## config.mk

```make
export PLATFORM = sky130hd
export DESIGN_NAME = yuv2rgb_converter_flat
export DESIGN_NICKNAME = d
export VERILOG_FILES = /design/src/rtl/hdmi_color_pkg.sv /design/src/rtl/yuv2rgb_converter_if.sv /design/src/rtl/clamp_u8.sv /design/src/rtl/yuv2rgb_converter.sv /design/src/flat_wrapper.sv
export SDC_FILE = /design/constraint.sdc
export NUM_CORES = 1
export LEC_CHECK = 0
export BUFFER_PORTS_ARGS = -buffer_cell sky130_fd_sc_hd__buf_2
export CORE_UTILIZATION = 35
export DETAILED_ROUTE_END_ITERATION = 10
export GPL_ROUTABILITY_DRIVEN = 0
export RECOVER_POWER = 50
export SLEW_MARGIN = 5
export SYNTH_ARGS = -nofsm -noshare
export SYNTH_HDL_FRONTEND = slang
export SYNTH_SLANG_ARGS = --single-unit
```

## constraint.sdc

```tcl
create_clock -name clk_i -period 5.99 [get_ports clk_i]
set_input_delay 1.198 -clock clk_i [delete_from_list [all_inputs] [get_ports clk_i]]
set_output_delay 1.198 -clock clk_i [all_outputs]
set_load 0.005 [all_outputs]
```

## src/rtl/hdmi_color_pkg.sv

```systemverilog
// ----------------------------------------------------------------------------
// hdmi_color_pkg
// Shared constants and types for the BT.601 studio-range YCbCr -> full-range
// RGB converter: Q8 coefficients, input offsets, accumulator width, pipeline
// depth and the packed pixel structs.
// ----------------------------------------------------------------------------
package hdmi_color_pkg;

  localparam int CH_W    = 8;   // bits per colour channel
  localparam int ACC_W   = 20;  // signed accumulator / product width
  localparam int LATENCY = 3;   // register stages from input to output

  // Q8 unsigned coefficients, held as signed so products stay signed.
  localparam logic signed [ACC_W-1:0] C_Y  = 20'sd298;
  localparam logic signed [ACC_W-1:0] C_RV = 20'sd409;
  localparam logic signed [ACC_W-1:0] C_GV = 20'sd208;
  localparam logic signed [ACC_W-1:0] C_GU = 20'sd100;
  localparam logic signed [ACC_W-1:0] C_BU = 20'sd516;

  // Rounding term added before the >>>8 (half an LSB of the Q8 result).
  localparam logic signed [ACC_W-1:0] ROUND = 20'sd128;

  // Studio-range offsets for luma and chroma.
  localparam logic [8:0] Y_OFS  = 9'd16;
  localparam logic [8:0] UV_OFS = 9'd128;

  typedef struct packed {
    logic [CH_W-1:0] y;
    logic [CH_W-1:0] u;
    logic [CH_W-1:0] v;
  } yuv_t;

  typedef struct packed {
    logic [CH_W-1:0] r;
    logic [CH_W-1:0] g;
    logic [CH_W-1:0] b;
  } rgb_t;

  // Zero-extend an 8-bit sample and remove its offset. The result always fits
  // a signed 9-bit value (-128..+239), so no clipping is applied here.
  function automatic logic signed [8:0] offset9(input logic [CH_W-1:0] s,
                                                input logic [8:0]      ofs);
    return signed'({1'b0, s} - ofs);
  endfunction

endpackage

```

## src/rtl/yuv2rgb_converter_if.sv

```systemverilog
// ----------------------------------------------------------------------------
// yuv2rgb_converter_if
// Pixel stream bundle for the converter: YCbCr input side with valid/ready
// and RGB output side with valid/ready, each carrying USER_W sideband bits.
//   slave  : view of the converter (consumes YUV, produces RGB)
//   master : view of the source/sink driving the converter
// ----------------------------------------------------------------------------
interface yuv2rgb_converter_if #(
  parameter int USER_W = 3,
  parameter int BPCH   = 8
);

  // Input side
  logic [BPCH-1:0]   y_i;
  logic [BPCH-1:0]   u_i;
  logic [BPCH-1:0]   v_i;
  logic [USER_W-1:0] user_i;
  logic              valid_i;
  logic              ready_o;

  // Output side
  logic [BPCH-1:0]   r_o;
  logic [BPCH-1:0]   g_o;
  logic [BPCH-1:0]   b_o;
  logic [USER_W-1:0] user_o;
  logic              valid_o;
  logic              ready_i;

  modport slave (
    input  y_i, u_i, v_i, user_i, valid_i, ready_i,
    output ready_o, r_o, g_o, b_o, user_o, valid_o
  );

  modport master (
    output y_i, u_i, v_i, user_i, valid_i, ready_i,
    input  ready_o, r_o, g_o, b_o, user_o, valid_o
  );

endinterface

```

## src/rtl/clamp_u8.sv

```systemverilog
// ----------------------------------------------------------------------------
// clamp_u8
// Combinational saturation of a signed accumulator to an unsigned 8-bit value.
//   acc_i : signed ACC_W-bit input
//   val_o : 0 when acc_i < 0, 255 when acc_i > 255, else acc_i[7:0]
// ----------------------------------------------------------------------------
module clamp_u8
  import hdmi_color_pkg::*;
(
  input  logic signed [ACC_W-1:0] acc_i,
  output logic        [CH_W-1:0]  val_o
);

  always_comb begin
    val_o = acc_i[CH_W-1:0];
    if (acc_i[ACC_W-1]) begin
      val_o = '0;
    end else if (|acc_i[ACC_W-2:CH_W]) begin
      val_o = '1;
    end
  end

endmodule

```

## src/rtl/yuv2rgb_converter.sv

```systemverilog
// ----------------------------------------------------------------------------
// yuv2rgb_converter
// Three-stage BT.601 studio-range YCbCr 4:4:4 -> full-range RGB converter with
// valid/ready flow control and sideband bits carried in lockstep.
//   clk_i  : clock
//   rst_ni : synchronous active-low reset (clears every stage valid bit)
//   bus    : slave view of the pixel stream interface
//            (y/u/v/user/valid in, ready out; r/g/b/user/valid out, ready in)
// Stages: S1 offset subtraction, S2 five dedicated products, S3 sum, round and
// clamp. All stages advance together on en = ready_i | ~valid_o, so the whole
// pipe stalls only when the output holds a sample the sink has not taken.
// ----------------------------------------------------------------------------
module yuv2rgb_converter
  import hdmi_color_pkg::*;
#(
  parameter int USER_W = 3,
  parameter int BPCH   = 8   // only 8 is supported
) (
  input logic                clk_i,
  input logic                rst_ni,
  yuv2rgb_converter_if.slave bus
);

  logic en;

  // --------------------------------------------------------------------------
  // Valid / sideband shift chain. User bits are captured even in bubbles.
  // --------------------------------------------------------------------------
  logic [LATENCY-1:0] valid_d;
  logic [LATENCY-1:0] valid_q;
  logic [USER_W-1:0]  user_d [LATENCY];
  logic [USER_W-1:0]  user_q [LATENCY];

  assign en          = bus.ready_i | ~valid_q[LATENCY-1];
  assign bus.ready_o = en;

  genvar gi;
  generate
    for (gi = 0; gi < LATENCY; gi++) begin : g_ctl
      if (gi == 0) begin : g_head
        assign valid_d[gi] = bus.valid_i;
        assign user_d[gi]  = bus.user_i;
      end else begin : g_tail
        assign valid_d[gi] = valid_q[gi-1];
        assign user_d[gi]  = user_q[gi-1];
      end
    end
  endgenerate

  always_ff @(posedge clk_i) begin
    if (!rst_ni) begin
      valid_q <= '0;
      for (int i = 0; i < LATENCY; i++) begin
        user_q[i] <= '0;
      end
    end else if (en) begin
      valid_q <= valid_d;
      user_q  <= user_d;
    end
  end

  // --------------------------------------------------------------------------
  // S1: offset removal (no pre-clipping of out-of-range luma)
  // --------------------------------------------------------------------------
  yuv_t                    pix_in;
  logic signed [8:0]       yd_d, ud_d, vd_d;
  logic signed [8:0]       yd_q, ud_q, vd_q;

  assign pix_in = {bus.y_i, bus.u_i, bus.v_i};
  assign yd_d   = offset9(pix_in.y, Y_OFS);
  assign ud_d   = offset9(pix_in.u, UV_OFS);
  assign vd_d   = offset9(pix_in.v, UV_OFS);

  // --------------------------------------------------------------------------
  // S2: five independent products; no multiplier is shared between channels.
  // --------------------------------------------------------------------------
  logic signed [ACC_W-1:0] py_d, prv_d, pgv_d, pgu_d, pbu_d;
  logic signed [ACC_W-1:0] py_q, prv_q, pgv_q, pgu_q, pbu_q;

  assign py_d  = ACC_W'(yd_q) * C_Y;
  assign prv_d = ACC_W'(vd_q) * C_RV;
  assign pgv_d = ACC_W'(vd_q) * C_GV;
  assign pgu_d = ACC_W'(ud_q) * C_GU;
  assign pbu_d = ACC_W'(ud_q) * C_BU;

  // --------------------------------------------------------------------------
  // S3: sum, round, floor shift, saturate. Worst-case magnitudes stay well
  // inside 20 signed bits, so the sums cannot wrap.
  // --------------------------------------------------------------------------
  logic signed [ACC_W-1:0] acc_s3 [3];
  logic        [CH_W-1:0]  sat_s3 [3];
  rgb_t                    rgb_d;
  rgb_t                    rgb_q;

  assign acc_s3[0] = (py_q + prv_q + ROUND) >>> 8;
  assign acc_s3[1] = (py_q - pgv_q - pgu_q + ROUND) >>> 8;
  assign acc_s3[2] = (py_q + pbu_q + ROUND) >>> 8;

  generate
    for (gi = 0; gi < 3; gi++) begin : g_clamp
      clamp_u8 u_clamp (
        .acc_i (acc_s3[gi]),
        .val_o (sat_s3[gi])
      );
    end
  endgenerate

  assign rgb_d = {sat_s3[0], sat_s3[1], sat_s3[2]};

  // --------------------------------------------------------------------------
  // Datapath registers: all hold together when en is low.
  // --------------------------------------------------------------------------
  always_ff @(posedge clk_i) begin
    if (!rst_ni) begin
      yd_q  <= '0;
      ud_q  <= '0;
      vd_q  <= '0;
      py_q  <= '0;
      prv_q <= '0;
      pgv_q <= '0;
      pgu_q <= '0;
      pbu_q <= '0;
      rgb_q <= '0;
    end else if (en) begin
      yd_q  <= yd_d;
      ud_q  <= ud_d;
      vd_q  <= vd_d;
      py_q  <= py_d;
      prv_q <= prv_d;
      pgv_q <= pgv_d;
      pgu_q <= pgu_d;
      pbu_q <= pbu_d;
      rgb_q <= rgb_d;
    end
  end

  assign bus.r_o     = BPCH'(rgb_q.r);
  assign bus.g_o     = BPCH'(rgb_q.g);
  assign bus.b_o     = BPCH'(rgb_q.b);
  assign bus.user_o  = user_q[LATENCY-1];
  assign bus.valid_o = valid_q[LATENCY-1];

endmodule

```

## src/flat_wrapper.sv

```systemverilog
// flat-port wrapper written by rule: the top's interface ports become plain ports
module yuv2rgb_converter_flat import hdmi_color_pkg::*;
#(
  parameter int USER_W = 3,
  parameter int BPCH   = 8                         
)
  (clk_i, rst_ni, bus_y_i, bus_u_i, bus_v_i, bus_user_i, bus_valid_i, bus_ready_i, bus_ready_o, bus_r_o, bus_g_o, bus_b_o, bus_user_o, bus_valid_o);
  yuv2rgb_converter_if #(.USER_W(USER_W), .BPCH(BPCH)) bus_i ();
  input logic clk_i;
  input logic rst_ni;
  input wire logic [$bits(bus_i.y_i)-1:0] bus_y_i;
  input wire logic [$bits(bus_i.u_i)-1:0] bus_u_i;
  input wire logic [$bits(bus_i.v_i)-1:0] bus_v_i;
  input wire logic [$bits(bus_i.user_i)-1:0] bus_user_i;
  input wire logic [$bits(bus_i.valid_i)-1:0] bus_valid_i;
  input wire logic [$bits(bus_i.ready_i)-1:0] bus_ready_i;
  output wire logic [$bits(bus_i.ready_o)-1:0] bus_ready_o;
  output wire logic [$bits(bus_i.r_o)-1:0] bus_r_o;
  output wire logic [$bits(bus_i.g_o)-1:0] bus_g_o;
  output wire logic [$bits(bus_i.b_o)-1:0] bus_b_o;
  output wire logic [$bits(bus_i.user_o)-1:0] bus_user_o;
  output wire logic [$bits(bus_i.valid_o)-1:0] bus_valid_o;
  assign bus_i.y_i = bus_y_i;
  assign bus_i.u_i = bus_u_i;
  assign bus_i.v_i = bus_v_i;
  assign bus_i.user_i = bus_user_i;
  assign bus_i.valid_i = bus_valid_i;
  assign bus_i.ready_i = bus_ready_i;
  assign bus_ready_o = bus_i.ready_o;
  assign bus_r_o = bus_i.r_o;
  assign bus_g_o = bus_i.g_o;
  assign bus_b_o = bus_i.b_o;
  assign bus_user_o = bus_i.user_o;
  assign bus_valid_o = bus_i.valid_o;
  yuv2rgb_converter #(.USER_W(USER_W), .BPCH(BPCH)) u_core (.clk_i(clk_i), .rst_ni(rst_ni), .bus(bus_i));
endmodule
```

* Yosys cells after proc, flatten, opt, wreduce, memory -nomap -nowiden
Index checks and enable logic that the tools add are counted.
** Storage, ports and cells
- Register bits after elaboration :: 154
- Bits in latches :: 0
- Memory bits (writable) :: 0
- Bits in read-only memories :: 0
- Output and inout bits :: 29
- Logic and storage cells :: 41
- Memories kept :: 0
** Cells by class
- Add/sub/neg operators :: 10
- Multipliers :: 5
- Divide/modulo/power cells :: 0
- Magnitude comparators :: 0
- Equal/unequal tests :: 0
- Shift operators :: 0
- Muxes and demuxes :: 6
- Bitwise logic cells :: 2
- Reduce and logical (&&, ||, !) cells :: 3
** Operator list (count)
- $add A20 B9 Y20 const B :: 3
- $mux W8 :: 6
- $add A20 B20 Y20 :: 2
- $sub A20 B20 Y20 :: 2
- $mul A9 B9 Y18 const B :: 2
- $mul A9 B10 Y19 const B :: 1
- $sub A8 B8 Y9 const B :: 2
- $mul A9 B6 Y15 const B :: 1
- $mul A9 B5 Y14 const B :: 1
- $reduce_or A4 Y1 :: 3
- $sub A8 B5 Y9 const B :: 1
- $not A1 Y1 :: 1
- $or A1 B1 Y1 :: 1

* Longest topological paths before layout
Gate-level depths: netlist of run 1.
- Depth after elaboration :: 6
- Gate-level depth with buffers :: 19
- Mapped depth without buffers :: 19

* Hierarchy
From an unflattened synthesis of run 1, not the netlist that was laid out.
** Unflattened totals
- Cells, all modules :: 1485
- Area total of the unflattened synthesis :: 12768.5 um2
** By module, submodules not included
- yuv2rgb_converter :: instances 1, cells each 1425, area each 12340.6 um2
- clamp_u8 :: instances 3, cells each 20, area each 142.6 um2

* Worst setup path after synthesis of run 1
No wires, ideal clock.
- Path type :: reg-to-reg
- Start point :: reg u_core.vd_q[3]
- End point :: reg u_core.prv_q[18]
- Setup time :: 0.125 ns
- Data arrival time :: 4.288 ns
- Path slack :: 1.577 ns
- Stages on the path, launching flop included :: 17
- Buffers on the path :: 0
- Clock period less this slack :: 4.413 ns
- Cell sequence :: dfxtp_1 -> ha_1 -> ha_1 -> inv_1 -> fa_1 -> inv_1 -> fa_1 -> ha_1 -> fa_1 -> a21o_1 -> a21o_1 -> a2111oi_2 -> o311ai_1 -> a21o_1 -> a21oi_1 -> xnor2_1 -> o21ai_1
** On the way
- Longest elaborated chain between the ends :: 1
** Ends and longest elaborated chain
- start, declared :: RTL line yuv2rgb_converter.sv:67 : logic signed [8:0] yd_q, ud_q, vd_q;
- start signal, assigned :: RTL line yuv2rgb_converter.sv:127 : vd_q <= vd_d;
- $mul A9 B10 Y19 :: RTL line yuv2rgb_converter.sv:81 : assign prv_d = ACC_W'(vd_q) * C_RV;
- end signal, assigned :: RTL line yuv2rgb_converter.sv:129 : prv_q <= prv_d;
- end, declared :: RTL line yuv2rgb_converter.sv:78 : logic signed [ACC_W-1:0] py_q, prv_q, pgv_q, pgu_q, pbu_q;
Every way passes these cells.
A chain may end at the register's enable or synchronous reset.

==> metrics.txt, run 1 <==
# TYPE chip_impl_metric gauge
chip_impl_info{name="run_status",value="finished with violations"} 1
chip_impl_info{name="failed_checks",value="capacitance limit, slew limit"} 1
chip_impl_metric{name="placement_rows",unit=""} 69
chip_impl_metric{name="timing.fmax",unit="GHz"} 0.202
chip_impl_metric{name="die_outline_width",unit="microns"} 192
chip_impl_info{name="crit_path_top_delay_cell",value="clkbuf_1"} 1
chip_impl_metric{name="start_util",unit="%"} 35.5
chip_impl_info{name="rr_endpoint",value="u_core.prv_q[15]"} 1
chip_impl_metric{name="grt_antenna_before_repair",unit=""} 0
chip_impl_info{name="worst_hold_path_type",value="reg -> reg"} 1
chip_impl_metric{name="ctsResizeCount",unit=""} 0
chip_impl_info{name="critPathKind",value="in -> reg"} 1
chip_impl_metric{name="finalHoldViolCount",unit=""} 0
chip_impl_metric{name="cap_viol_max_count",unit=""} 3
chip_impl_info{name="worst_hold_path.endpoint",value="u_core.bus.r_o[3]"} 1
chip_impl_info{name="synth_flop_cell",value="dfxtp_1"} 1
chip_impl_metric{name="clockPowerShare",unit="%"} 24.1
chip_impl_metric{name="path_clk_slew",unit="ps"} 70
chip_impl_metric{name="first_global_vias",unit=""} 9425
chip_impl_metric{name="design_power_total",unit="uW"} 4600
chip_impl_metric{name="detailedPlacementHpwl",unit="mm"} 22.7
chip_impl_metric{name="synthesis.yosys.warnings",unit=""} 0
chip_impl_metric{name="syn_area_per_cell",unit="sq um"} 8.66
chip_impl_metric{name="clock_latency_late_sink",unit="ps"} 450
chip_impl_metric{name="detailedRoute.firstIterationViolations",unit=""} 474
chip_impl_metric{name="synthesized_netlist_net_count",unit=""} 1796
chip_impl_metric{name="postCtsSetupBuffers",unit=""} 0
chip_impl_metric{name="worst_ir_drop_vdd",unit="V"} 0.000208
chip_impl_metric{name="postSynthCellCount",unit=""} 1454
chip_impl_metric{name="ff2ff_path_depth",unit=""} 15
chip_impl_metric{name="required",unit="ps"} 6320
chip_impl_metric{name="post_synth_edffs",unit=""} 0
chip_impl_metric{name="drive_above_1_share",unit="%"} 6.32
chip_impl_metric{name="grt_max_degree",unit=""} 94
chip_impl_metric{name="worst_slew_pin_slew",unit="ps"} 2450
chip_impl_metric{name="clock_tree.htree_level_count",unit=""} 4
chip_impl_metric{name="avgRoutedWirePerCell",unit="microns"} 14.7
chip_impl_metric{name="post-synth-top-area-fraction",unit="%"} 25.5
chip_impl_info{name="worstHoldStart",value="u_core.bus.r_o[3]"} 1
chip_impl_metric{name="switching_share",unit="%"} 40.8
chip_impl_metric{name="comb_power_share",unit="%"} 49.5
chip_impl_metric{name="synth_sequential_area_ratio",unit="%"} 22.3
chip_impl_metric{name="firstDrtPassIters",unit=""} 4
chip_impl_metric{name="detailroute.via_count",unit=""} 9692
chip_impl_metric{name="grt_remaining_overflow",unit=""} 0
chip_impl_metric{name="synthArstFlopShare",unit="%"} 0
chip_impl_info{name="worst_path_dominant_cell_family",value="buffers and inverters"} 1
chip_impl_info{name="critical-path-top-cell-by-count",value="clkbuf_1"} 1
chip_impl_metric{name="ios",unit=""} 60
chip_impl_metric{name="crit_path_max_fanout",unit=""} 63
chip_impl_info{name="timing.critical_path.to_type",value="flip-flop"} 1
chip_impl_metric{name="cts_max_path_buffers",unit=""} 2
chip_impl_metric{name="worst-path-buf-inv",unit=""} 3
chip_impl_info{name="ys_top_cells_by_count",value="257 x ha_1, 213 x nand2_1, 189 x inv_1, 140 x dfxtp_1, 65 x a21boi_0"} 1
chip_impl_metric{name="grt_usage",unit="%"} 16.6
chip_impl_info{name="tritoncts",value="built"} 1
chip_impl_metric{name="fin_crit_sh",unit="%"} 82.6
chip_impl_metric{name="core-area",unit="sq um"} 35500
chip_impl_metric{name="synth_cell_types",unit=""} 70
chip_impl_info{name="synth.largest_area_cell",value="ha_1"} 1
chip_impl_metric{name="clock-skew-final",unit="ps"} 14.1
chip_impl_metric{name="flow.area_growth_from_synthesis",unit="%"} 10.4
chip_impl_metric{name="power_leakage",unit="uW"} 0.00697
chip_impl_metric{name="route.detailed.vias_per_inst",unit=""} 4.94
chip_impl_metric{name="setup-violations-final",unit=""} 0
chip_impl_metric{name="design.final.nets",unit=""} 1831
chip_impl_metric{name="drcViolationCount",unit=""} 0
chip_impl_info{name="yosys-top-cells-area",value="ha_1 26%, dfxtp_1 22%, fa_1 8.6%, nand2_1 6.4%, inv_1 5.6%"} 1
chip_impl_metric{name="drtAntennaViolNets",unit=""} 0
chip_impl_metric{name="total_switching_power",unit="uW"} 1880
chip_impl_metric{name="cts.sinks",unit=""} 140
chip_impl_info{name="cts.root.buffer_cell",value="clkbuf_16"} 1
chip_impl_info{name="crit_path_cell_trace",value="clkbuf_1 -> clkbuf_1 -> and2_1 -> buf_4 -> nand2_1 -> o311ai_0"} 1
chip_impl_metric{name="setup.reg_to_reg.worst_slack",unit="ps"} 1160
chip_impl_metric{name="critical_path.max_stage_delay",unit="ps"} 1820
chip_impl_metric{name="timing.hold.worst_path_depth",unit=""} 2
chip_impl_metric{name="numCtsBuffers",unit=""} 17
chip_impl_metric{name="power.density",unit="nW/um^2"} 331
chip_impl_info{name="timing.rr.start",value="u_core.vd_q[7]"} 1
chip_impl_metric{name="final.setup.tns",unit="ps"} 0
chip_impl_metric{name="nFillCells",unit=""} 3593
chip_impl_metric{name="port_buffers",unit=""} 59
chip_impl_info{name="cp-start-kind",value="primary input"} 1
chip_impl_metric{name="maxSlewViolCount",unit=""} 211
chip_impl_metric{name="floorplan.die_area",unit="sq um"} 36700
chip_impl_metric{name="worst_slew_margin_relative_to_its_limit",unit="%"} -63.0
chip_impl_metric{name="grt_pass1_wl",unit="mm"} 47.9
chip_impl_info{name="synth_most_common_cell",value="ha_1"} 1
chip_impl_metric{name="cts_hold_buf",unit=""} 0
chip_impl_info{name="grt_setup_unrepaired",value="false"} 1
chip_impl_metric{name="chipHeight",unit="microns"} 192
chip_impl_metric{name="sequentialPowerShare",unit="%"} 26.3
chip_impl_metric{name="num_antenna_cells",unit=""} 0
chip_impl_metric{name="number_of_synthesized_register_bits",unit=""} 140
chip_impl_metric{name="timing.critical_path.arrival",unit="ps"} 5280
chip_impl_metric{name="totalWireLength",unit="mm"} 28.9
chip_impl_metric{name="cellInternalPower",unit="uW"} 2730
chip_impl_metric{name="mappedNetlistArea",unit="sq um"} 12600
chip_impl_metric{name="final_critical_period",unit="ps"} 4950
worst reg2reg max path: stages, from the launching register on:
cell,delay (ps)
dfxtp_1,660
inv_1,360
ha_1,380
inv_1,90
ha_1,170
inv_1,60
fa_1,500
inv_1,50
fa_1,470
ha_1,310
ha_1,260
a2111oi_0,610
nor3_1,170
or3_1,390
xnor2_1,140
o21ai_1,60
final cells by class:
type	count	area (sq um)	share of cell area, %
multi-input combinational	1076	8900	64.0
clock buffer	19	443	3.19
clock inverter	13	165	1.19
tap	461	577	4.15
timing repair buffer	63	290	2.09
sequential	140	2800	20.2
inverter	191	718	5.17
metrics by stage:
stage / utilization (%) / instances / area [sq um] / worst slack (ps) / hold WS [ps]
floorplan: - / 1454 / 12600 / 1580 / 420
global placement: 37.5 / 1931 / 13300 / 1270 / 435
detailed placement: 37.5 / 1931 / 13300 / 1160 / 442
CTS: 39.3 / 1963 / 13900 / 1150 / 450
global route: 39.2 / 1963 / 13900 / 480 / 467
finish: 39.2 / 1963 / 13900 / 1040 / 446
routing by layer:
| metal | routed length [microns] | GRT usage (%) |
|---|---|---|
| met5 | 0 | 0 |
| met4 | 376 | 4.03 |
| met3 | 881 | 2.81 |
| met2 | 13200 | 27.4 |
| met1 | 14400 | 22.4 |
worst max path at each step:
stage / startpoint / to / cells past startpoint / slack, ps
after CTS: u_core.vd_q[7] / u_core.prv_q[18] / 15 / 1150
after global routing: rst_ni / u_core.pgv_q[14] / 6 / 480
final: rst_ni / u_core.pgv_q[18] / 6 / 1040
after detailed placement: u_core.vd_q[7] / u_core.prv_q[18] / 15 / 1160
after floorplan: u_core.vd_q[3] / u_core.prv_q[18] / 16 / 1580
after global placement: u_core.vd_q[7] / u_core.prv_q[18] / 15 / 1270
power by group through the flow:
stage / clock network (uW) / logic, uW / registers [uW]
floorplan: 0 / 1720 / 1190
global placement: 0 / 2250 / 1230
detailed placement: 0 / 2280 / 1240
CTS: 1140 / 2310 / 1220
global route: 1180 / 2600 / 1230
finish: 1110 / 2280 / 1210
cell usage in the layout (no fill, tap or decap), types with 7 or more instances in the layout:
cell type	netlist	routed
a21boi_0	65	65
a21boi_1	8	8
a21o_1	25	25
a21oi_1	64	64
and2_1	27	23
buf_2	0	38
clkbuf_1	46	23
clkbuf_16	0	17
dfxtp_1	140	140
fa_1	54	54
ha_1	257	257
inv_1	189	189
nand2_1	213	213
nand2b_1	7	7
nand3_1	16	16
nor2_1	24	24
nor2b_1	10	9
nor3_1	17	17
o211a_1	10	10
o21a_1	10	10
o21ai_0	49	49
o21ai_1	34	34
o21bai_1	9	9
xnor2_1	53	53
xor2_1	26	26
state kept, by name, summed over array words and instances (netlist names):
signal / cells
u_core.bus.b_o: 8
u_core.valid_q: 3
u_core.yd_q: 9
u_core.pgu_q: 15
u_core.prv_q: 19
u_core.bus.r_o: 8
u_core.bus.user_o: 3
u_core.pbu_q: 15
u_core.user_d: 6
u_core.vd_q: 8
u_core.pgv_q: 12
u_core.bus.g_o: 8
u_core.ud_q: 8
u_core.py_q: 18
cell families (layout without fill, tap and decap cells):
logic type	count (synthesis)	count (layout)	synth area share, %
buf+inv	238	286	7.10
fa+ha+maj	311	311	34.1
compound gates	333	333	18.1
mux	3	3	0.239
simple gates	349	349	12.5
flops	140	140	22.3
xor+xnor	80	80	5.63
(Power assumes the default switching activity.)
==> run 2, diff against run 1 <==
==> constraint.sdc (replaced) <==
create_clock -name clk_i -period 4.45 [get_ports clk_i]
set_input_delay 0.89 -clock clk_i [delete_from_list [all_inputs] [get_ports clk_i]]
set_output_delay 0.89 -clock clk_i [all_outputs]
set_load 0.005 [all_outputs]
==> metrics.txt, run 2 (synthesis gave the netlist of run 1 again) <==
# TYPE chip_impl_metric gauge
chip_impl_info{name="run_status",value="finished with violations"} 1
chip_impl_info{name="failed_checks",value="capacitance limit, slew limit"} 1
chip_impl_metric{name="worst_ir_drop_vdd",unit="V"} 0.000270
chip_impl_metric{name="avgRoutedWirePerCell",unit="microns"} 14.6
chip_impl_metric{name="placement_rows",unit=""} 69
chip_impl_metric{name="postCtsSetupBuffers",unit=""} 0
chip_impl_metric{name="grt_antenna_before_repair",unit=""} 1
chip_impl_metric{name="totalWireLength",unit="mm"} 29.0
chip_impl_info{name="layout_top_registers",value="u_core.prv_q x19, u_core.py_q x18"} 1
chip_impl_info{name="critical-path-top-cell-by-count",value="a21o_1"} 1
chip_impl_metric{name="met2_track_usage_gr",unit="%"} 26.9
chip_impl_metric{name="cts_max_path_buffers",unit=""} 2
chip_impl_metric{name="total_switching_power",unit="uW"} 2560
chip_impl_metric{name="cellInternalPower",unit="uW"} 3640
chip_impl_metric{name="worst_slew_pin_slew",unit="ps"} 1920
chip_impl_metric{name="drive_above_1_share",unit="%"} 8.38
chip_impl_metric{name="start_util",unit="%"} 35.5
chip_impl_metric{name="ff2ff_path_depth",unit=""} 16
chip_impl_info{name="worstSetupStartpoint",value="u_core.vd_q[3]"} 1
chip_impl_metric{name="numCtsBuffers",unit=""} 17
chip_impl_metric{name="fin_crit_sh",unit="%"} 95.3
chip_impl_metric{name="postLayoutCoreUtil",unit="%"} 39.8
chip_impl_metric{name="multi_input_area",unit="sq um"} 8950
chip_impl_metric{name="die_outline_width",unit="microns"} 192
chip_impl_metric{name="flow.area_growth_from_synthesis",unit="%"} 12.2
chip_impl_metric{name="detailroute.via_count",unit=""} 9799
chip_impl_info{name="cts.root.buffer_cell",value="clkbuf_16"} 1
chip_impl_info{name="worst_hold_path_type",value="reg -> reg"} 1
chip_impl_metric{name="route.detailed.vias_per_inst",unit=""} 4.93
chip_impl_metric{name="placed_cell_area",unit="sq um"} 13500
chip_impl_metric{name="floorplan.die_area",unit="sq um"} 36700
chip_impl_metric{name="clock-skew-final",unit="ps"} 12.2
chip_impl_info{name="mostFrequentLayoutCells",value="255 x ha_1, 213 x nand2_1, 189 x inv_1"} 1
chip_impl_metric{name="grt_remaining_overflow",unit=""} 0
chip_impl_info{name="crit_path_top_delay_cell",value="fa_1"} 1
chip_impl_metric{name="drcViolationCount",unit=""} 0
chip_impl_metric{name="grt_max_degree",unit=""} 111
chip_impl_info{name="rr_endpoint",value="u_core.prv_q[18]"} 1
chip_impl_metric{name="globalRouteMet3Util",unit="%"} 3.03
chip_impl_info{name="critPathKind",value="reg -> reg"} 1
chip_impl_metric{name="timing.hold.worst_path_depth",unit=""} 2
chip_impl_metric{name="detailedPlacementHpwl",unit="mm"} 22.7
chip_impl_metric{name="global_route.usage.met1",unit="%"} 22.1
chip_impl_metric{name="setup.reg_to_reg.worst_slack",unit="ps"} 210
chip_impl_metric{name="largest_reg_flops",unit=""} 19
chip_impl_metric{name="detailedRoute.firstIterationViolations",unit=""} 427
chip_impl_metric{name="grt_usage",unit="%"} 16.6
chip_impl_metric{name="switching_share",unit="%"} 41.3
chip_impl_metric{name="sequentialPowerShare",unit="%"} 25.9
chip_impl_metric{name="path_clk_slew",unit="ps"} 60
chip_impl_metric{name="power.density",unit="nW/um^2"} 439
chip_impl_metric{name="design_power_total",unit="uW"} 6200
chip_impl_info{name="timing.critical_path.to_type",value="flip-flop"} 1
chip_impl_info{name="largest_register",value="u_core.prv_q"} 1
chip_impl_info{name="crit_path_cell_trace",value="ha_1 -> ha_1 -> inv_1 -> fa_1 -> inv_1 -> fa_1 -> ha_4 -> fa_2 -> a21o_1 -> a21o_1 -> a2111oi_4 -> o311ai_2 -> a21o_1 -> a21oi_1 -> xnor2_1 -> o21ai_1"} 1
chip_impl_metric{name="required",unit="ps"} 4780
chip_impl_metric{name="firstDrtPassIters",unit=""} 5
chip_impl_metric{name="final_critical_period",unit="ps"} 4240
chip_impl_info{name="cp-start-kind",value="flip-flop"} 1
chip_impl_metric{name="cts.sinks",unit=""} 140
chip_impl_metric{name="clockPowerShare",unit="%"} 23.4
chip_impl_metric{name="post-route-cell-area",unit="sq um"} 14100
chip_impl_metric{name="port_buffers",unit=""} 59
chip_impl_metric{name="crit_path_max_fanout",unit=""} 2
chip_impl_metric{name="worst_slew_margin_relative_to_its_limit",unit="%"} -27.9
chip_impl_metric{name="chipHeight",unit="microns"} 192
chip_impl_metric{name="finalHoldViolCount",unit=""} 0
chip_impl_info{name="timing.rr.start",value="u_core.vd_q[3]"} 1
chip_impl_metric{name="nFillCells",unit=""} 3549
chip_impl_info{name="grt.busiest_layer",value="met2"} 1
chip_impl_metric{name="power_leakage",unit="uW"} 0.00710
chip_impl_metric{name="clock_tree.htree_level_count",unit=""} 4
chip_impl_metric{name="timing.fmax",unit="GHz"} 0.236
chip_impl_metric{name="core-area",unit="sq um"} 35500
chip_impl_info{name="tritoncts",value="built"} 1
chip_impl_metric{name="critical_path.max_stage_delay",unit="ps"} 550
chip_impl_info{name="worst_hold_path.endpoint",value="u_core.bus.g_o[3]"} 1
chip_impl_info{name="layout.cells.most_common",value="ha_1"} 1
chip_impl_metric{name="setup-violations-final",unit=""} 0
chip_impl_metric{name="clock_latency_late_sink",unit="ps"} 450
chip_impl_metric{name="first_global_vias",unit=""} 9505
chip_impl_metric{name="grt_pass1_wl",unit="mm"} 47.8
chip_impl_metric{name="drtAntennaViolNets",unit=""} 0
chip_impl_info{name="worstHoldStart",value="u_core.bus.g_o[3]"} 1
chip_impl_metric{name="maxSlewViolCount",unit=""} 111
chip_impl_metric{name="comb_power_share",unit="%"} 50.7
chip_impl_metric{name="design.final.nets",unit=""} 1856
chip_impl_metric{name="ios",unit=""} 60
chip_impl_metric{name="timing.critical_path.arrival",unit="ps"} 4570
chip_impl_metric{name="cap_viol_max_count",unit=""} 1
chip_impl_metric{name="area.sequential",unit="sq um"} 2800
run 2: worst max path at each step:
stage / to / slack (ps)
finish: u_core.prv_q[18] / 210
global route: u_core.prv_q[14] / -9
CTS: u_core.prv_q[18] / 30
detailed placement: u_core.prv_q[18] / 10
global placement: u_core.prv_q[18] / 10
floorplan: u_core.prv_q[18] / 40
run 2: metrics by stage:
step,setup slack [ps],std cells,setup TNS (ps),hold slack (ps)
2_1_floorplan,37.0,1454,0,420
3_3_place_gp,11.0,1956,0,433
3_5_place_dp,13.6,1956,0,438
4_1_cts,32.3,1988,0,447
5_1_grt,-8.51,1988,-8.51,471
6_report,209,1989,0,445
run 2: power by group through the flow:
stage | clock network [uW] | logic (uW) | registers (uW)
final | 1450 | 3140 | 1600
after global routing | 1540 | 3570 | 1630
after CTS | 1490 | 3150 | 1610
after detailed placement | 0 | 3110 | 1630
after global placement | 0 | 3080 | 1630
after floorplan | 0 | 2320 | 1600
run 2: layer usage:
layer,wire length (microns),up-vias
met5,0,-
met4,604,0
met3,1230,26
met2,13100,151
met1,14100,4568
li1,-,5054
run 2: final cells by class:
| class | count | share of cell area, % |
|---|---|---|
| Multi-Input combinational cell | 1076 | 63.4 |
| Sequential cell | 140 | 19.8 |
| Inverter | 191 | 5.08 |
| Tap cell | 461 | 4.08 |
| Timing Repair Buffer | 88 | 3.44 |
| Clock buffer | 17 | 3.01 |
| Clock inverter | 15 | 1.17 |
| Antenna cell | 1 | 0.0177 |
run 2: repair_timing:
item                       in CTS  in global routing
hold buffers                    0                  0
resized for setup               1                  6
setup endpoints to repair       1                  3
cloned                          0                  0
pin swaps                       0                  2
run 2: worst max-delay path, delay by kind of cell (launching register included):
kind                     cells  cell delay (ps)
adder cells (fa/ha/maj)      6             2250
AO/OA/AOI/OAI                7             1340
flip-flops                   1              310
buffers and inverters        2              100
XOR/XNOR                     1              130
==> run 3, diff against run 2 <==
--- a/config.mk
+++ b/config.mk
@@ -9,6 +9,7 @@
 export CORE_UTILIZATION = 35
 export DETAILED_ROUTE_END_ITERATION = 10
 export GPL_ROUTABILITY_DRIVEN = 0
+export PLACE_DENSITY = 0.49
 export RECOVER_POWER = 50
 export SLEW_MARGIN = 5
 export SYNTH_ARGS = -nofsm -noshare
==> metrics.txt, run 3 (synthesis gave the netlist of run 1 again) <==
# TYPE chip_impl_metric gauge
chip_impl_info{name="run_status",value="finished with violations"} 1
chip_impl_info{name="failed_checks",value="capacitance limit, slew limit"} 1
chip_impl_metric{name="design.final.nets",unit=""} 1857
chip_impl_metric{name="cts_max_path_buffers",unit=""} 2
chip_impl_metric{name="grt_max_degree",unit=""} 126
chip_impl_metric{name="flow.area_growth_from_synthesis",unit="%"} 12.8
chip_impl_metric{name="setup.reg_to_reg.worst_slack",unit="ps"} 160
chip_impl_metric{name="globalRouteMet3Util",unit="%"} 2.83
chip_impl_metric{name="detailroute.via_count",unit=""} 9658
chip_impl_info{name="mostFrequentLayoutCells",value="254 x ha_1, 213 x nand2_1, 189 x inv_1"} 1
chip_impl_metric{name="timing.critical_path.arrival",unit="ps"} 4590
chip_impl_info{name="critPathKind",value="reg -> reg"} 1
chip_impl_metric{name="drcViolationCount",unit=""} 0
chip_impl_info{name="rr_endpoint",value="u_core.prv_q[18]"} 1
chip_impl_info{name="layout.cells.most_common",value="ha_1"} 1
chip_impl_metric{name="worst_slew_margin_relative_to_its_limit",unit="%"} -51.1
chip_impl_metric{name="cap_viol_max_count",unit=""} 2
chip_impl_metric{name="grt_usage",unit="%"} 17.5
chip_impl_metric{name="postCtsSetupBuffers",unit=""} 0
chip_impl_info{name="timing.rr.start",value="u_core.vd_q[3]"} 1
chip_impl_metric{name="power.density",unit="nW/um^2"} 450
chip_impl_metric{name="design_power_total",unit="uW"} 6390
chip_impl_metric{name="finalHoldViolCount",unit=""} 0
chip_impl_info{name="crit_path_end",value="u_core.prv_q[18]"} 1
chip_impl_metric{name="worst_ir_drop_vdd",unit="V"} 0.000389
chip_impl_metric{name="first_global_vias",unit=""} 9421
chip_impl_metric{name="cts.sinks",unit=""} 140
chip_impl_info{name="layout_top_registers",value="u_core.prv_q x19, u_core.py_q x18"} 1
chip_impl_metric{name="cts_hold_buf",unit=""} 0
chip_impl_metric{name="worst_slew_pin_slew",unit="ps"} 2270
chip_impl_metric{name="drive_above_1_share",unit="%"} 8.19
chip_impl_metric{name="avgRoutedWirePerCell",unit="microns"} 15.3
chip_impl_info{name="cts.root.buffer_cell",value="clkbuf_16"} 1
chip_impl_metric{name="clock_latency_late_sink",unit="ps"} 440
chip_impl_metric{name="power_leakage",unit="uW"} 0.00714
chip_impl_info{name="tritoncts",value="built"} 1
chip_impl_metric{name="postLayoutCoreUtil",unit="%"} 40.0
chip_impl_metric{name="numCtsBuffers",unit=""} 17
chip_impl_metric{name="port_buffers",unit=""} 59
chip_impl_info{name="worst_hold_path_type",value="reg -> reg"} 1
chip_impl_metric{name="start_util",unit="%"} 35.5
chip_impl_metric{name="met2_track_usage_gr",unit="%"} 27.6
chip_impl_metric{name="clock_tree.htree_level_count",unit=""} 4
chip_impl_metric{name="drtAntennaViolNets",unit=""} 0
chip_impl_metric{name="final.setup.tns",unit="ps"} 0
chip_impl_metric{name="setup-violations-final",unit=""} 0
chip_impl_metric{name="global_route.usage.met1",unit="%"} 24.5
chip_impl_info{name="timing.critical_path.to_type",value="flip-flop"} 1
chip_impl_metric{name="grt_pass1_wl",unit="mm"} 49.7
chip_impl_info{name="cp-start-kind",value="flip-flop"} 1
chip_impl_metric{name="placement_rows",unit=""} 69
chip_impl_metric{name="grt_antenna_before_repair",unit=""} 0
chip_impl_metric{name="ff2ff_path_depth",unit=""} 16
chip_impl_metric{name="floorplan.die_area",unit="sq um"} 36700
chip_impl_metric{name="ios",unit=""} 60
chip_impl_metric{name="nFillCells",unit=""} 3634
chip_impl_info{name="largest_register",value="u_core.prv_q"} 1
chip_impl_metric{name="die_outline_width",unit="microns"} 192
chip_impl_metric{name="route.detailed.vias_per_inst",unit=""} 4.86
chip_impl_metric{name="timing.fmax",unit="GHz"} 0.233
chip_impl_metric{name="largest_reg_flops",unit=""} 19
chip_impl_info{name="grt.busiest_layer",value="met2"} 1
chip_impl_metric{name="maxSlewViolCount",unit=""} 102
chip_impl_metric{name="firstDrtPassIters",unit=""} 5
chip_impl_metric{name="num_antenna_cells",unit=""} 0
chip_impl_metric{name="core-area",unit="sq um"} 35500
chip_impl_metric{name="chipHeight",unit="microns"} 192
chip_impl_metric{name="detailedPlacementHpwl",unit="mm"} 23.8
chip_impl_metric{name="clock-skew-final",unit="ps"} 14.7
chip_impl_metric{name="crit_path_max_fanout",unit=""} 2
chip_impl_info{name="worstSetupStartpoint",value="u_core.vd_q[3]"} 1
chip_impl_metric{name="detailedRoute.firstIterationViolations",unit=""} 345
chip_impl_metric{name="totalWireLength",unit="mm"} 30.4
chip_impl_metric{name="fin_crit_sh",unit="%"} 96.5
chip_impl_metric{name="grt_remaining_overflow",unit=""} 0
chip_impl_metric{name="path_clk_slew",unit="ps"} 60
chip_impl_metric{name="required",unit="ps"} 4750
chip_impl_metric{name="final_critical_period",unit="ps"} 4290
==> run 3: changes by cell type in the layout (fill, tap and decap cells not counted), moves of 2 or more <==
cell	change
clkbuf_1	+5
buf_2	-4
clkinvlp_4	-4
bufinv_16	+3
inv_6	-3
clkinv_2	+2
clkinv_4	-2
dfxtp_1	-2
dfxtp_2	+2
==> run 3: worst max-delay path, stage by stage (launching register included) <==
cell       delay, ps
dfxtp_1          320
ha_1             310
ha_1             280
inv_1             50
fa_1             500
inv_1             50
fa_1             530
ha_4             230
fa_2             390
a21o_1           190
a21o_1           210
a2111oi_4        410
o311ai_2         130
a21o_1           210
a21oi_2          150
xnor2_1          130
o21ai_1           70
==> run 3: per-layer routing <==
layer  wire length (microns)  up-vias  part of all wire (%)
li1                        -     5047                     -
met2                   13300      103                    44
met1                   15900     4489                    52
met5                       0        -                     0
met4                     390        0                   1.3
met3                     774       19                   2.5
==> run 3: what timing repair did <==
| action | CTS | global route |
|---|---|---|
| endpoints found under the setup margin | 1 | 5 |
| gates resized for setup | 2 | 10 |
| pin swaps | 1 | 5 |
| endpoints found under the hold margin | 0 | 0 |
==> run 3: worst min path at each step <==
stage                     cells after the start  slack, ps         startpoint                 to
after floorplan                               2        420   u_core.pgu_q[18]   u_core.pgu_q[18]
after global placement                        2        440  u_core.bus.g_o[5]  u_core.bus.g_o[5]
after detailed placement                      2        440  u_core.bus.r_o[7]  u_core.bus.r_o[7]
after CTS                                     2        450  u_core.bus.r_o[7]  u_core.bus.r_o[7]
after global routing                          2        460   u_core.prv_q[18]   u_core.prv_q[18]
final                                         2        450  u_core.bus.r_o[7]  u_core.bus.r_o[7]
==> run 3: area by class of cell <==
type,instances,area [sq um],share of cell area [%]
clock buffer,18,439,3.09
clock inverter,12,196,1.38
inverter,191,718,5.06
multi-input combinational,1076,8960,63.1
sequential,140,2810,19.8
tap,461,577,4.06
timing repair buffer,89,497,3.50
==> run 3: power breakdown <==
part	total (uW)	leakage (uW)	switching [uW]	internal (uW)
sequential	1600	0.00116	154	1450
combinational	3200	0.00566	1830	1370
clock	1590	0.000315	585	1000
==> run 3: through the flow <==
step                setup WS, ps  instances  cell area (sq um)  hold WS (ps)
finish                       156       1987              14200           446
global route               -25.3       1987              14200           465
global placement           -50.9       1957              13500           442
detailed placement         -32.2       1957              13500           438
floorplan                   37.0       1454              12600           420
CTS                         19.8       1987              14200           446
